$ cat src/rtl/strobe_pkg.sv
// Shared timebase helpers: converts a period in nanoseconds to clock ticks and sizes the counter.
// Every timer block that derives its reload value from a clock frequency imports this package.
package strobe_pkg;

  localparam longint unsigned NS_PER_S = 64'd1_000_000_000;
  localparam longint unsigned HALF_NS  = 64'd500_000_000;

  // Rounded tick count before clamping; all arithmetic stays in 64 bits so 1e9 x 1e9 cannot overflow.
  function automatic longint unsigned ns_to_ticks_raw(input longint unsigned clock_hz,
                                                      input longint unsigned period_ns);
    return (period_ns * clock_hz + HALF_NS) / NS_PER_S;
  endfunction

  function automatic longint unsigned ns_to_ticks(input longint unsigned clock_hz,
                                                  input longint unsigned period_ns);
    longint unsigned ticks;
    ticks = ns_to_ticks_raw(clock_hz, period_ns);
    return (ticks == 0) ? 64'd1 : ticks;
  endfunction

  function automatic int unsigned counter_width(input longint unsigned reload);
    return (reload == 0) ? 1 : $clog2(reload + 1);
  endfunction

endpackage

$ cat src/rtl/strobe_generator_if.sv
// Enable/strobe pair between a strobe generator and the peripheral it paces.
// The master owns the enable and consumes the strobe; the generator is the slave.
interface strobe_generator_if;
  logic Enable_i;
  logic Strobe_o;

  modport master (output Enable_i, input Strobe_o);
  modport slave  (input Enable_i, output Strobe_o);
endinterface

$ cat src/rtl/strobe_generator.sv
// Periodic single-cycle strobe: fires once every PERIOD_NS nanoseconds while enabled.
// A down-counter reloads at zero, so it never wraps; dropping enable discards the phase.
module strobe_generator
  import strobe_pkg::*;
#(
  parameter longint unsigned CLOCK_HZ  = 14_000_000,
  parameter longint unsigned PERIOD_NS = 500
) (
  input  logic               Clock,
  input  logic               Reset,
  strobe_generator_if.slave  bus
);

  localparam real             CLOCK_PERIOD_NS = 1.0e9 / real'(CLOCK_HZ);
  localparam longint unsigned RAW_TICKS       = ns_to_ticks_raw(CLOCK_HZ, PERIOD_NS);
  localparam longint unsigned DELAY_TICKS     = ns_to_ticks(CLOCK_HZ, PERIOD_NS);
  localparam longint unsigned DELAY           = DELAY_TICKS - 1;
  localparam int unsigned     WIDTH           = counter_width(DELAY);

  localparam logic [WIDTH-1:0] DELAY_LOAD = WIDTH'(DELAY);

  if (CLOCK_HZ < 1 || PERIOD_NS < 1) begin : g_bad_param
    $error("strobe_generator: CLOCK_HZ and PERIOD_NS must both be >= 1");
  end

  if (RAW_TICKS == 0) begin : g_clamped
    $warning("strobe_generator: period rounds to 0 ticks, clamped to 1");
  end

  logic [WIDTH-1:0] counter;
  logic             strobe;

  // NOTE: sequential state uses non-blocking assignments so every register samples pre-edge values.
  always_ff @(posedge Clock) begin
    if (!Reset) begin
      counter <= DELAY_LOAD;
      strobe  <= 1'b0;
    end else if (!bus.Enable_i) begin
      counter <= DELAY_LOAD;
      strobe  <= 1'b0;
    end else if (counter == '0) begin
      counter <= DELAY_LOAD;
      strobe  <= 1'b1;
    end else begin
      counter <= counter - 1'b1;
      strobe  <= 1'b0;
    end
  end

  assign bus.Strobe_o = strobe;

endmodule

$ cat src/flat_wrapper.sv
// flat-port wrapper written by rule: the top's interface ports become plain ports
module strobe_generator_flat import strobe_pkg::*;
#(
  parameter longint unsigned CLOCK_HZ  = 14_000_000,
  parameter longint unsigned PERIOD_NS = 500
)
  (Clock, Reset, bus_Enable_i, bus_Strobe_o);
  strobe_generator_if bus_i ();
  input  logic Clock;
  input  logic Reset;
  input wire logic [$bits(bus_i.Enable_i)-1:0] bus_Enable_i;
  output wire logic [$bits(bus_i.Strobe_o)-1:0] bus_Strobe_o;
  assign bus_i.Enable_i = bus_Enable_i;
  assign bus_Strobe_o = bus_i.Strobe_o;
  strobe_generator #(.CLOCK_HZ(CLOCK_HZ), .PERIOD_NS(PERIOD_NS)) u_core (.Clock(Clock), .Reset(Reset), .bus(bus_i));
endmodule
$ cat config.mk
export PLATFORM = sky130hd
export DESIGN_NAME = strobe_generator_flat
export DESIGN_NICKNAME = d
export VERILOG_FILES = /design/src/rtl/strobe_pkg.sv /design/src/rtl/strobe_generator_if.sv /design/src/rtl/strobe_generator.sv /design/src/flat_wrapper.sv
export SDC_FILE = /design/constraint.sdc
export NUM_CORES = 1
export LEC_CHECK = 0
export CAP_MARGIN = 0
export CORE_AREA = 2 2 39 41
export CTS_CLUSTER_DIAMETER = 50
export CTS_CLUSTER_SIZE = 30
export DETAILED_ROUTE_END_ITERATION = 16
export DIE_AREA = 0 0 41 43
export DONT_BUFFER_PORTS = 1
export GPL_TIMING_DRIVEN = 0
export SYNTH_ARGS = -nofsm -noshare
export SYNTH_HDL_FRONTEND = slang
export SYNTH_SLANG_ARGS = --single-unit
$ cat constraint.sdc
create_clock -name Clock -period 2.4 [get_ports Clock]
set_input_delay 0.48 -clock Clock [delete_from_list [all_inputs] [get_ports Clock]]
set_output_delay 0.48 -clock Clock [all_outputs]
set_load 0.005 [all_outputs]
### After elaboration in Yosys (flattened, before gate mapping)

Cells that the tools add are included.

| storage, ports and cells | value |
|---|---|
| register bits | 4 |
| bits in latches | 0 |
| RAM bits | 0 |
| memory bits (read-only) | 0 |
| bits of input ports | 3 |
| output and inout port bits | 1 |
| logic and storage cells | 9 |
| memories | 0 |

| operators by class | value |
|---|---|
| add/sub/neg operators | 1 |
| multiply operators | 0 |
| div/mod/pow operators | 0 |
| order comparisons | 0 |
| eq/ne operators | 0 |
| shift-type cells | 0 |
| muxes and demuxes | 1 |
| bitwise gates (word level) | 2 |
| reduce and logical (&&, ||, !) cells | 3 |

Operator list:

| operator | number |
|---|---|
| 3-bit zero test | 1 |
| 3-bit OR reduction | 1 |
| 3-bit by 1-bit subtractor with 3-bit output, second input constant | 1 |
| 1-bit NOT | 2 |
| 2-bit AND reduction | 1 |
| 1-bit 2-to-1 mux | 1 |

### Depth between registers and ports, before layout

Gate-level depths: netlist of run 1.

| logic depth | value |
|---|---|
| depth in word-level cells | 2 |
| depth in mapped cells | 4 |
| mapped depth without buffers | 4 |

### Least setup slack after synthesis of run 1

OpenSTA, ideal clock, no wires.

| timing path | value |
|---|---|
| path type | flip-flop to flip-flop |
| start point | register u_core.counter[0] |
| end point | register u_core.strobe, in the netlist u_core.bus.Strobe_o |
| setup time | 0.116 ns |
| data arrival time | 0.896 ns |
| required time | 2.284 ns |
| path slack | 1.387 ns |
| stages on the path, launching flop included | 5 |
| path buffers | 0 |
| period minus slack after synthesis | 1.013 ns |
| path through | dfxtp_1 > inv_1 > ha_1 > ha_1 > and3_2 |

| on the way | value |
|---|---|
| cells in the longest elaborated chain, start to end | 2 |

RTL lines:

| what | RTL line | text |
|---|---|---|
| from (decl) | strobe_generator.sv:30 | `logic [WIDTH-1:0] counter;` |
| from (signal assigned) | strobe_generator.sv:45 | `counter <= counter - 1'b1;` |
| 3-bit zero test | strobe_generator.sv:41 | `end else if (counter == '0) begin` |
| 1-bit 2-to-1 mux | strobe_generator.sv:41 |  |
| to (signal assigned) | strobe_generator.sv:40 | `strobe <= 1'b0;` |
| to (signal assigned) | strobe_generator.sv:43 | `strobe <= 1'b1;` |
| to (signal assigned) | strobe_generator.sv:46 | `strobe <= 1'b0;` |
| to (decl) | strobe_generator.sv:31 | `logic strobe;` |

Every way passes these cells.
A chain may end at the register's enable or synchronous reset.

### Final worst setup path of run 1

| timing path | value |
|---|---|
| start point | register u_core.counter[0] |
| end point | register u_core.counter[0] |

| on the way | value |
|---|---|
| cells in the longest elaborated chain, start to end | 2 |
| elaborated cells between the ends (all ways) | 3 |
| classes of those cells | add/sub: 1; reduce/logical: 2 |

RTL lines:

| what |
|---|
| parallel branches: the longest is 2 deep, another holds 3-bit by 1-bit subtractor with 3-bit output |

Several ways; the timed one is not identified.

==> flow_summary.toml, run 1 <==
[worst_setup_path]
start_kind = "flop"
crit_path_max_fanout = 4
reg2regPathDepth = 4
crit_end = "u_core.counter[0]"
r2r-start = "u_core.counter[0]"
startpoint = "u_core.counter[0]"
ff2ff_setup_slack_ns = 1.31
worst_ep_required_time_ns = 2.57
crit_arrival_ns = 1.26
crit_type = "flop to flop"
cp-end-kind = "flop"
reg2reg_to = "u_core.counter[0]"

[timing]
hold_viol = 0
slew_viol_final = 0
min_period_over_period_pct = 45.4
worst_pin_slew_ns = 0.116
rsz0062_at_grt = "no"
slew_headroom_pct = 92.3
worst_slack_ns = 1.31
min_period_ns = 1.09
fin_skew_ns = 0.00110
tns_ns = 0
setup_viol = 0
timing.fmax_mhz = 917

[layout]
fillers = 152
drive_above_1_share_pct = 25.0
antenna_cells = 0
layout.nets = 23
regArea_sq_um = 80.1
utilization_pct = 14.2
multi_input_area_sq_um = 62.6
final_cell_mix = "4 x dfxtp_1, 3 x inv_1, 3 x clkbuf_4"
layout_commonest_cell = "dfxtp_1"
syn_to_final_growth_pct = 27.6

[clock_network]
root_buffer = "clkbuf_4"
cts.sinks = 4
ctsHtreeMaxLevel = 1
hold_buffers = 0
cts_buffers = 3
cts_tree = "yes"
cts.path.max_buffers = 2
clock_latency_ns = 0.23
postCtsSetupRepairBufs = 0
cts_resized = 0
clkSlewWorstSetupHoldPaths_ns = 0.03

[grt]
grt_use_total_pct = 4.61
antenna_found_initial = 0
grt_pass1_vias = 124
overflow = 0
grt_pass1_wl_um = 483
grt_max_degree = 5

[logic_synthesis]
synth.top_cell.area_share_pct = 52.0
synth_adder_area_share_pct = 16.3
synth.net_count = 18
yosysWarningCount = 0
ys_top_cells_by_area = "dfxtp_1 52%, ha_1 16%, nand4b_1 11%"
synth.avg_cell_area_sq_um = 11.8
synth_top_family_by_area = "simple AND/OR/NAND/NOR gates"
yosysTopAreaCell = "dfxtp_1"
synth_compound_area_share_pct = 0
synth_mux_area_share_pct = 0
synth_seq_area_share_pct = 52.0
syn-instance-count = 13
synth.cell_area_sq_um = 154
synth-xor-area-share_pct = 0
synth_simple_gate_area_share_pct = 24.4
synth_cell_type_count = 6
synth_seq_cells = 4

[floorplan]
die_x_um = 41
boundaryPins = 4
die_area_sq_um = 1760
fp-row-count = 14
initial_core_util_pct = 11.1
die_h_um = 43
fp.coreArea_sq_um = 1380

[min_path]
hold_depth = 1
hold_path_class = "primary input to flop"

[route]
vias = 97
postRouteAntennaNets = 0
drt-initial-drc-count = 0
via_per_inst = 3.03
drt-total-wl_um = 232
drc = 0
wire_per_inst_um = 7.25
firstDrtPassIters = 1

[placed_design]
place_ws_ns = 1.32
portBuffers = 0
routabilityCongestion = 0.566

[pwr]
p_per_area_nw_per_um2 = 795
ir_drop_uv = 133
p_leak_uw = 0.0000993

[status]
status = "finished, final reports clean"

[flow_run]
max-cap-violations = 0
[power by group]
group / leakage, uW / internal (uW) / switching (uW) / total [uW]
registers: 0.0000328 / 69.6 / 0.812 / 70.4
clock network: 0.0000138 / 55.7 / 24.1 / 79.9
logic: 0.0000527 / 3.30 / 2.63 / 5.93
total: 0.0000993 / 129 / 27.6 / 156
[worst max-delay path: stages, from the launching register on]
cell	delay [ns]
dfxtp_1	0.31
inv_1	0.04
ha_1	0.19
ha_1	0.21
and4bb_1	0.27
[registers in the layout, summed over array words and instances, names as in the netlist]
register	flops
u_core.counter	3
u_core.bus.Strobe_o	1
[cells by family (layout without fill, tap and decap cells)]
| group | count (synthesis) | after routing |
|---|---|---|
| DFF | 4 | 4 |
| and+or+nand+nor | 4 | 4 |
| buffers and inverters | 3 | 6 |
| adders and majority gates | 2 | 2 |
[worst min-delay path by stage]
| stage | slack (ns) | to | from |
|---|---|---|---|
| 2_1_floorplan | 0.52 | u_core.counter[0] | u_core.counter[0] |
| 3_3_place_gp | 0.53 | u_core.counter[0] | u_core.counter[0] |
| 3_5_place_dp | 0.53 | u_core.counter[0] | u_core.counter[0] |
| 4_1_cts | 0.33 | u_core.counter[2] | bus_Enable_i |
| 5_1_grt | 0.34 | u_core.counter[2] | bus_Enable_i |
| 6_report | 0.34 | u_core.counter[2] | bus_Enable_i |
[final cells by class]
class | count | area share (%)
well taps | 16 | 10.2
multi-input cells | 6 | 31.8
inverters | 3 | 5.73
flip-flops and latches | 4 | 40.8
clock buffers | 3 | 11.5
[through the flow]
| stage | instances | area (sq um) | power [uW] | hold slack, ns |
|---|---|---|---|---|
| finish | 32 | 196 | 156 | 0.341 |
| global route | 32 | 196 | 171 | 0.338 |
| CTS | 32 | 196 | 162 | 0.330 |
| detailed placement | 29 | 174 | 77.4 | 0.532 |
| global placement | 29 | 174 | 77.1 | 0.533 |
| floorplan | 13 | 154 | 76.2 | 0.516 |
[synthesized netlist by cell type (all sizes together)]
| cell type | n |
|---|---|
| nand4b | 2 |
| ha | 2 |
| inv | 3 |
| dfxtp | 4 |
| and4bb | 1 |
| and3 | 1 |
[layer usage]
layer  vias to the layer above  share of wire [%]  track usage [%]
met5                         -                  0                0
met4                         0                  0             4.00
met3                         0                2.6             4.71
met2                         1                 51             5.00
met1                        44                 46             4.79
li1                         52                  -                -
Power figures use the tool's default switching activity.
==> run 2, diff against run 1 <==
- clock period: 2.4 -> 1.1 ns (I/O delays scaled with it)
==> run 2 against run 1 <==
Compared with the run above:
- worst setup slack worse by 1.2 ns
- total power up 120%
- clock-buffer cell count is the same
- die area unchanged
- register-to-register slack worse by 1.2 ns
- global-route usage is the same
- hold slack worse by 0.26 ns
- utilization is 0.45 points higher
- maximum frequency up 5.9%
- sequential share of layout area shrank 0.64 points
- critical path depth stayed put
==> flow_summary.toml, run 2 (synthesis results as in run 1) <==
[grt]
grt_use_total_pct = 4.61
grt_pass1_vias = 124
grt_pass1_wl_um = 483
antenna_found_initial = 0
overflow = 0
grt_max_degree = 5

[layout]
syn_to_final_growth_pct = 31.7
stdcell_count = 32
fillers = 151
final_cell_mix = "3 x inv_1, 3 x clkbuf_4, 3 x dfxtp_1"
antenna_cells = 0
top_register = "u_core.counter"
largest_reg_flops = 3
layout.nets = 23
drive_above_1_share_pct = 43.8

[clock_network]
postCtsSetupRepairBufs = 0
root_buffer = "clkbuf_4"
cts_buffers = 3
cts_tree = "yes"
clock_latency_ns = 0.23
cts.path.max_buffers = 2
cts.sinks = 4
hold_buffers = 0
clkSlewWorstSetupHoldPaths_ns = 0.04
cts_resized = 0
ctsHtreeMaxLevel = 1

[timing]
slew_viol_final = 0
min_period_over_period_pct = 93.7
min_period_ns = 1.03
tns_ns = 0
hold_viol = 0
worst_pin_slew_ns = 0.0727
rsz0062_at_grt = "no"
fin_skew_ns = 0.00132
slew_headroom_pct = 95.1
setup_viol = 0
timing.fmax_mhz = 970

[min_path]
hold_path_class = "primary input to flop"

[floorplan]
die_area_sq_um = 1760
die_h_um = 43
boundaryPins = 4
fp.coreArea_sq_um = 1380
fp-row-count = 14
initial_core_util_pct = 11.1
die_x_um = 41

[route]
firstDrtPassIters = 1
postRouteAntennaNets = 0
drt-initial-drc-count = 0
drc = 0
wire_per_inst_um = 7.31
vias = 99
via_per_inst = 3.09
drt-total-wl_um = 234

[placed_design]
portBuffers = 0
routabilityCongestion = 0.566
dp.cells = 29

[worst_setup_path]
crit_type = "flop to flop"
cp-end-kind = "flop"
worst_ep_required_time_ns = 1.21
start_kind = "flop"
crit_path_max_fanout = 4
crit_arrival_ns = 1.14

[pwr]
p_per_area_nw_per_um2 = 1690
ir_drop_uv = 293
p_leak_uw = 0.0000953

[flow_run]
max-cap-violations = 0

[status]
status = "finished, final reports clean"
## run 2: worst paths after layout
kind / from / endpoint / slack, ns / depth (start not counted)
max: u_core.counter[0] / u_core.counter[0] / 0.07 / 4
min: bus_Enable_i / u_core.counter[1] / 0.08 / 1
max reg2reg: u_core.counter[0] / u_core.counter[0] / 0.07 / 4
min reg2reg: u_core.counter[0] / u_core.counter[0] / 0.53 / 1
## run 2: power breakdown
group          switching, uW  total, uW  internal [uW]
registers               1.80        154            152
logic                   6.06       13.8           7.78
clock network           53.0        175            122
## run 2: layout make-up
cell class / instances / area (sq um) / area share (%)
tap: 16 / 20.0 / 9.88
clock buffer: 3 / 22.5 / 11.1
multi-input combinational: 6 / 67.6 / 33.3
inverter: 3 / 11.3 / 5.56
sequential: 4 / 81.3 / 40.1
## run 2: metal layers
metal | vias up | global-route usage (%) | wire [um]
met5 | - | 0 | 0
met4 | 0 | 4.00 | 0
met3 | 0 | 4.71 | 6
met2 | 1 | 5.00 | 122
met1 | 46 | 4.79 | 105
li1 | 52 | - | -
## run 2: critical path: stages, from the launching register on
cell      delay, ns
dfxtp_2        0.31
inv_1          0.05
ha_2           0.16
ha_2           0.19
and4bb_1       0.21
## run 2: per-stage QoR
step	area (sq um)	hold WS, ns	total power [uW]	utilization (%)	setup slack (ns)
after floorplan	154	0.307	166	-	0.0873
after global routing	203	0.0859	374	14.6	0.00311
final	203	0.0836	343	14.6	0.0696
after global placement	174	0.311	168	12.6	0.0281
after CTS	196	0.0700	354	14.2	0.00109
after detailed placement	174	0.313	169	12.6	0.0219
==> run 3, diff against run 2 <==
- PLACE_DENSITY: unset -> 0.3
==> run 3 against run 2 <==
Compared with the run above:
- design area did not move
- hold slack got worse by 0.0042 ns
- clock-buffer cell count did not move
- via count rose by 3.0%
- cell count did not move
- clock power barely moved
- largest cell class unchanged
==> flow_summary.toml, run 3 (synthesis results as in run 1) <==
[status]
status = "finished, final reports clean"

[layout]
largest_reg_flops = 3
drive_above_1_share_pct = 43.8
top_register = "u_core.counter"
layout.nets = 23
syn_to_final_growth_pct = 31.7
antenna_cells = 0
final_area_sq_um = 203
final_cell_mix = "3 x inv_1, 3 x clkbuf_4, 3 x dfxtp_1"

[timing]
worst_pin_slew_ns = 0.0735
min_period_over_period_pct = 93.7
fin_skew_ns = 0.00263
slew_viol_final = 0
tns_ns = 0
rsz0062_at_grt = "no"
slew_headroom_pct = 95.1
min_period_ns = 1.03
timing.fmax_mhz = 970
hold_viol = 0
setup_viol = 0

[flow_run]
max-cap-violations = 0

[pwr]
p_per_area_nw_per_um2 = 1700
p_leak_uw = 0.0000953
ir_drop_uv = 487

[clock_network]
clkSlewWorstSetupHoldPaths_ns = 0.04
clock_latency_ns = 0.23
cts.path.max_buffers = 2
ctsHtreeMaxLevel = 1
root_buffer = "clkbuf_4"
cts.sinks = 4
cts_buffers = 3
cts_tree = "yes"

[floorplan]
fp.coreArea_sq_um = 1380
fp-row-count = 14
die_area_sq_um = 1760
boundaryPins = 4
die_h_um = 43
initial_core_util_pct = 11.1
die_x_um = 41

[route]
drt-total-wl_um = 218
drc = 0
firstDrtPassIters = 1
vias = 102
wire_per_inst_um = 6.81
drt-initial-drc-count = 0
postRouteAntennaNets = 0
via_per_inst = 3.19

[min_path]
hold_path_class = "primary input to flop"

[grt]
grt_pass1_wl_um = 379
grt_use_total_pct = 4.31
overflow = 0
grt_max_degree = 5
grt_pass1_vias = 105
antenna_found_initial = 0

[worst_setup_path]
crit_arrival_ns = 1.14
worst_ep_required_time_ns = 1.21
crit_type = "flop to flop"
cp-end-kind = "flop"
start_kind = "flop"
crit_path_max_fanout = 2

[placed_design]
portBuffers = 0
post_dp_cell_area_sq_um = 174
routabilityCongestion = 0.569
[run 3: where the power goes]
group	leakage [uW]	internal, uW	switching, uW	total (uW)
registers	0.0000331	152	1.68	154
logic	0.0000484	7.69	5.82	13.5
clock network	0.0000138	122	54.6	176
total	0.0000953	282	62.1	344
[run 3: final timing paths]
kind,slack [ns],cells after the start,startpoint,end
setup / recovery,0.07,4,u_core.counter[0],u_core.counter[2]
hold / removal,0.08,1,bus_Enable_i,u_core.counter[2]
setup reg to reg,0.07,4,u_core.counter[0],u_core.counter[2]
hold reg to reg,0.52,1,u_core.counter[0],u_core.counter[0]
[run 3: what timing repair did]
action | in CTS | in global routing
gates resized for setup | 0 | 3
hold buffers | 0 | 0
setup buffers | 0 | 0
endpoints found under the setup margin | 0 | 4
[run 3: layout make-up]
cell class                 instances  area, sq um
multi-input combinational          6         67.6
clock buffer                       3         22.5
inverter                           3         11.3
sequential                         4         81.3
tap                               16         20.0
fill                             149         1180
[run 3: metrics by stage]
| stage | setup slack (ns) | instances | power, uW | hold slack [ns] | utilization (%) |
|---|---|---|---|---|---|
| 2_1_floorplan | 0.0873 | 13 | 166 | 0.307 | - |
| 3_3_place_gp | 0.0213 | 29 | 169 | 0.313 | 12.6 |
| 3_5_place_dp | 0.0474 | 29 | 169 | 0.313 | 12.6 |
| 4_1_cts | 0.0205 | 32 | 352 | 0.0715 | 14.2 |
| 5_1_grt | 0.0251 | 32 | 374 | 0.0748 | 14.6 |
| 6_report | 0.0691 | 32 | 344 | 0.0793 | 14.6 |
[run 3: per-layer routing]
layer,GRT usage (%),routed length [um],vias to the layer above
li1,-,-,52
met1,3.53,83,40
met2,2.50,57,6
met3,4.71,49,4
met4,10.0,27,0
met5,0,0,-
[run 3: critical path, stage by stage (launching register included)]
cell and delay [ns]:
dfxtp_2 0.31, inv_1 0.04, ha_2 0.17, ha_2 0.30
nand4b_1 0.09
